`config.mk`:
```
export PLATFORM = sky130hd
export DESIGN_NAME = reset_sequencer
export DESIGN_NICKNAME = d
export VERILOG_FILES = /design/src/rtl/reset_sequencer.sv
export SDC_FILE = /design/constraint.sdc
export NUM_CORES = 1
export LEC_CHECK = 0
export CAP_MARGIN = 40
export CELL_PAD_IN_SITES_DETAIL_PLACEMENT = 2
export CELL_PAD_IN_SITES_GLOBAL_PLACEMENT = 2
export CORE_MARGIN = 2
export CORE_UTILIZATION = 33
export DETAILED_ROUTE_END_ITERATION = 12
export PLACE_DENSITY = 0.79
export SETUP_SLACK_MARGIN = 0.15
export SLEW_MARGIN = 20
export SYNTH_ARGS = -nofsm -noshare
export SYNTH_HDL_FRONTEND = slang
export SYNTH_SLANG_ARGS = --single-unit
export TNS_END_PERCENT = 5
```
`constraint.sdc`:
```
create_clock -name clk -period 2.2 [get_ports clk]
set_clock_uncertainty 0.15 [all_clocks]
set_input_delay 0.44 -clock clk [delete_from_list [all_inputs] [get_ports clk]]
set_output_delay 0.44 -clock clk [all_outputs]
set_load 0.05 [all_outputs]
```
`src/rtl/reset_sequencer.sv`:
```
// Reset release sequencer: waits for a filtered PLL lock, then releases
// core, display and scan-driver resets in order, STAGE_DLY cycles apart.
// Ports: clk, asyncrst_n (async active-low), pll_locked (async),
//   sw_rst_req (re-sequence), rst_core_n/rst_disp_n/rst_scan_n,
//   seq_done, seq_state[2:0]; with RSTSEQ_WDT_EN also wdt_kick, wdt_fired.
// Optional watchdog in DONE is enabled by defining RSTSEQ_WDT_EN.
module reset_sequencer #(
  parameter int LOCK_FILTER = 8,
  parameter int STAGE_DLY   = 16,
  parameter int WDT_CYCLES  = 1024
) (
  input  logic       clk,
  input  logic       asyncrst_n,
  input  logic       pll_locked,
  input  logic       sw_rst_req,
`ifdef RSTSEQ_WDT_EN
  input  logic       wdt_kick,
  output logic       wdt_fired,
`endif
  output logic       rst_core_n,
  output logic       rst_disp_n,
  output logic       rst_scan_n,
  output logic       seq_done,
  output logic [2:0] seq_state
);

  localparam int CMAX =
    (LOCK_FILTER > STAGE_DLY) ? LOCK_FILTER : STAGE_DLY;
  localparam int CW = $clog2(CMAX + 1);

  typedef enum logic [2:0] {
    HOLD      = 3'd0,
    LOCK_WAIT = 3'd1,
    REL_CORE  = 3'd2,
    REL_DISP  = 3'd3,
    REL_SCAN  = 3'd4,
    DONE      = 3'd5
  } state_t;

  state_t          state, state_nxt;
  logic [CW-1:0]   cnt, cnt_nxt, cnt_inc;
  logic            sync_q, locked_s;
  logic            abort;
  logic            wdt_exp;

  always_ff @(posedge clk or negedge asyncrst_n) begin
    if (!asyncrst_n) begin
      sync_q   <= 1'b0;
      locked_s <= 1'b0;
    end else begin
      sync_q   <= pll_locked;
      locked_s <= sync_q;
    end
  end

`ifdef RSTSEQ_WDT_EN
  localparam int WW = $clog2(WDT_CYCLES + 1);
  logic [WW-1:0] wcnt;

  assign wdt_exp = (state == DONE) && !wdt_kick &&
                   (wcnt == WW'(WDT_CYCLES - 1));

  // Counts only while staying in DONE, so entry clears it.
  always_ff @(posedge clk or negedge asyncrst_n) begin
    if (!asyncrst_n) begin
      wcnt      <= '0;
      wdt_fired <= 1'b0;
    end else begin
      if (state == DONE && state_nxt == DONE && !wdt_kick)
        wcnt <= wcnt + WW'(1);
      else
        wcnt <= '0;
      if (wdt_exp)
        wdt_fired <= 1'b1;
    end
  end
`else
  assign wdt_exp = 1'b0;
`endif

  assign cnt_inc = (cnt == '1) ? cnt : cnt + CW'(1);

  assign abort = (state != HOLD) &&
                 (sw_rst_req ||
                  (!locked_s && state >= REL_CORE));

  always_comb begin
    state_nxt = state;
    cnt_nxt   = '0;
    unique case (state)
      HOLD: begin
        if (!sw_rst_req) state_nxt = LOCK_WAIT;
      end
      LOCK_WAIT: begin
        // Count holds the number of earlier high cycles in this run.
        if (locked_s) begin
          if (cnt == CW'(LOCK_FILTER - 1))
            state_nxt = REL_CORE;
          else
            cnt_nxt = cnt_inc;
        end
      end
      REL_CORE, REL_DISP, REL_SCAN: begin
        if (cnt == CW'(STAGE_DLY - 1))
          state_nxt = state_t'(state + 3'd1);
        else
          cnt_nxt = cnt_inc;
      end
      DONE: begin
        if (wdt_exp) state_nxt = HOLD;
      end
      default: state_nxt = HOLD;
    endcase
    if (abort) begin
      state_nxt = HOLD;
      cnt_nxt   = '0;
    end
  end

  // Outputs decode the next state so they flip with the state flop.
  always_ff @(posedge clk or negedge asyncrst_n) begin
    if (!asyncrst_n) begin
      state      <= HOLD;
      cnt        <= '0;
      rst_core_n <= 1'b0;
      rst_disp_n <= 1'b0;
      rst_scan_n <= 1'b0;
      seq_done   <= 1'b0;
    end else begin
      state      <= state_nxt;
      cnt        <= cnt_nxt;
      rst_core_n <= (state_nxt >= REL_CORE) && (state_nxt <= DONE);
      rst_disp_n <= (state_nxt >= REL_DISP) && (state_nxt <= DONE);
      rst_scan_n <= (state_nxt >= REL_SCAN) && (state_nxt <= DONE);
      seq_done   <= (state_nxt == DONE);
    end
  end

  assign seq_state = state;

endmodule
```
==> flow_metrics.env <==
export IMPL_synth_mux_area_share_pct=1.21
export IMPL_rows=18
export IMPL_maxSlewViolCount=0
export IMPL_hold_viol=0
export IMPL_antenna_found_initial=0
export IMPL_setup_worst_path_start="seq_state[0]"
export IMPL_syn_area_um2=825
export IMPL_numCtsBuffers=3
export IMPL_synth_fa_ha_area_share_pct=9.10
export IMPL_p_per_area_mw_per_mm2=701
export IMPL_drtAntennaViolNets=0
export IMPL_fin_crit_sh_pct=94.8
export IMPL_finalSetupViolations=0
export IMPL_fillers=259
export IMPL_hold_class="reg -> reg"
export IMPL_grt_pass1_vias=751
export IMPL_crit_chain="inv_2 -> ha_2 -> nor2b_4 -> nor3_4 -> o311ai_4 -> or3b_4 -> o31ai_2"
export IMPL_start_util_pct=33.9
export IMPL_power_w=0.000805
export IMPL_io_buffers=10
export IMPL_rsz0062_at_grt="true"
export IMPL_fmax_mhz=479
export IMPL_use_met2_pct=28.9
export IMPL_fin_cells=132
export IMPL_slowest_delay_ns=0.45
export IMPL_synth_seq_cells=14
export IMPL_synth_top_cell_area_share_pct=42.5
export IMPL_n_antenna_cell=0
export IMPL_rrSetupSlack_ns=0.11
export IMPL_ys_types=36
export IMPL_tightest_slew_ns=0.633
export IMPL_gr_usage_met1_pct=22.2
export IMPL_gp_congestion=0.770
export IMPL_syn_avg_cell_area_um2=10.3
export IMPL_reg2reg_from="seq_state[0]"
export IMPL_drtIter0Drc=8
export IMPL_synthTopCellsByCount="dfrtp_1 (14), nor2_1 (8), ha_1 (6), inv_1 (6), a21oi_1 (5)"
export IMPL_cts_root_buf="clkbuf_4"
export IMPL_synthesis_instances=80
export IMPL_worstSetupEndpointType="flip-flop"
export IMPL_routed_wl_um=2410
export IMPL_yosysMostFrequentCell="dfrtp_1"
export IMPL_synth_xor_area_share_pct=3.19
export IMPL_ctsHoldBuffers=0
export IMPL_first_pass_iters=3
export IMPL_die_y_um=54.0
export IMPL_synth_area_leaders="dfrtp_1 (42%), ha_1 (9.1%), nor2_1 (3.6%), a21oi_1 (3.0%), inv_1 (2.7%)"
export IMPL_ys_flop_type="dfrtp_1"
export IMPL_slew_headroom_pct=57.7
export IMPL_vias=702
export IMPL_synth_edff_count=0
export IMPL_drc_errors=0
export IMPL_synth_top_cell_by_area="dfrtp_1"
export IMPL_hpwl_um=1710
export IMPL_grt_overflow=0
export IMPL_fin_crit_ns=2.09
export IMPL_cp_start_kind="flip-flop"
export IMPL_async_reset_ff_share_pct=100
export IMPL_grtUsageTotal_pct=17.7
export IMPL_viasPerCell=5.32
export IMPL_ir_worst_vdd_mv=0.483
export IMPL_cp_data_arrival_time_ns=2.14
export IMPL_synthSimpleGateAreaFrac_pct=24.0
export IMPL_critPathKind="reg -> reg"
export IMPL_tns_ns=0
export IMPL_use_met3_pct=3.61
export IMPL_final_nets=113
export IMPL_clock_latency_ns=0.29
export IMPL_outcome="finished, final reports clean"
export IMPL_htreeDepth=1
export IMPL_cts_tree="yes"
export IMPL_synth_net_count=90
export IMPL_clk_pin_slew_ns=0.09
export IMPL_coreArea_mm2=0.00243
export IMPL_grt_max_degree=15
export IMPL_crit_fanout=6
export IMPL_busiest_layer="met2"
export IMPL_area_growth_pct=39.3
export IMPL_holdCritStartpoint="sync_q"
export IMPL_cap_violations=0
export IMPL_wl_per_cell_um=18.2
export IMPL_power_leakage_nw=0.492
export IMPL_ys_warn_count=0
export IMPL_hold_path_cell_count=0
export IMPL_cts_sinks=14
export IMPL_die_w_um=54.0
export IMPL_cp_slowest_cell="or3b_4"
export IMPL_synth_compound_area_share_pct=17.3
export IMPL_cp_required_ns=2.26
export IMPL_r2r_cells=7
export IMPL_clk_path_buf_depth=2
export IMPL_dp_cells=124
export IMPL_ys_seq_area_share_pct=42.5
export IMPL_grt_first_pass_wirelength_um=3510
export IMPL_drive_gt1_share_pct=36.3
export IMPL_dieArea_mm2=0.00291
export IMPL_pin_count=11
export IMPL_synth_top_family_by_area="simple AND/OR/NAND/NOR gates"
## cell usage in the layout, fill, tap and decap left out, types with 2 or more instances in the layout
cell,instances
a21oi_1,4
buf_4,8
clkbuf_4,3
clkdlybuf4s50_1,7
dfrtp_1,11
dfrtp_2,3
dlygate4sd2_1,3
ha_2,5
inv_1,4
inv_2,2
nand2_1,4
nand2b_1,2
nand3_1,3
nor2_1,8
nor2b_1,3
o311ai_4,2
xnor2_1,2
## cell type report
cell class | count | area, um2 | share of cell area (%)
repair buffers | 18 | 156 | 13.6
inverters | 6 | 22.5 | 1.96
well taps | 30 | 37.5 | 3.27
multi-input cells | 60 | 542 | 47.2
clock buffers | 4 | 36.3 | 3.16
flip-flops and latches | 14 | 354 | 30.8
## worst max-delay path: cells and delay by family, from the launching register on
family                     cells  cell delay [ns]
buffers and inverters          1             0.07
and+or+nand+nor                3             0.80
DFF                            1             0.43
AOI/OAI and AO/OA              2             0.36
adders and majority gates      1             0.19
## flip-flops by register name (all words and copies together) (netlist names)
register / cells
rst_core_n: 1
sync_q: 1
seq_done: 1
rst_scan_n: 1
rst_disp_n: 1
seq_state: 3
cnt: 5
locked_s: 1
## timing repair
action / in CTS / in global routing
resized for setup: 4 / 10
endpoints found under the setup margin: 8 / 11
pin swaps: 0 / 4
buffers inserted: 0 / 4
## per-stage QoR
step	utilization (%)	cell area [um2]	worst slack (ns)	hold WS (ns)
finish	47.2	1150	0.114	0.210
global route	47.2	1150	0.0267	0.219
CTS	43.4	1060	0.00534	0.213
detailed placement	41.8	1020	-0.00648	0.193
global placement	41.8	1020	-0.0212	0.185
floorplan	-	848	0.113	-0.00559
## final timing paths
check,endpoint
min,locked_s
max reg2reg,rst_disp_n
min in group asynchronous,cnt[2]
min reg2reg,locked_s
max in group asynchronous,seq_state[0]
max,rst_disp_n
## metal layers
layer  vias to the layer above  wire length (um)
met5                         -                 0
met4                         0                45
met3                         5                49
met2                        10              1250
met1                       351              1070
li1                        336                 -
## power breakdown
group	total, W	switching, W	internal [W]
logic	0.000321	0.000196	0.000125
clock network	0.000193	0.0000915	0.000101
registers	0.000291	0.0000156	0.000276
## cells by family after synthesis
family                     after synthesis
muxes                                    1
and+or+nand+nor                         32
AOI/OAI and AO/OA                       18
xor gates and xnor gates                 3
buffers and inverters                    6
DFF                                     14
adders and majority gates                6
(Power assumes the default switching activity.)
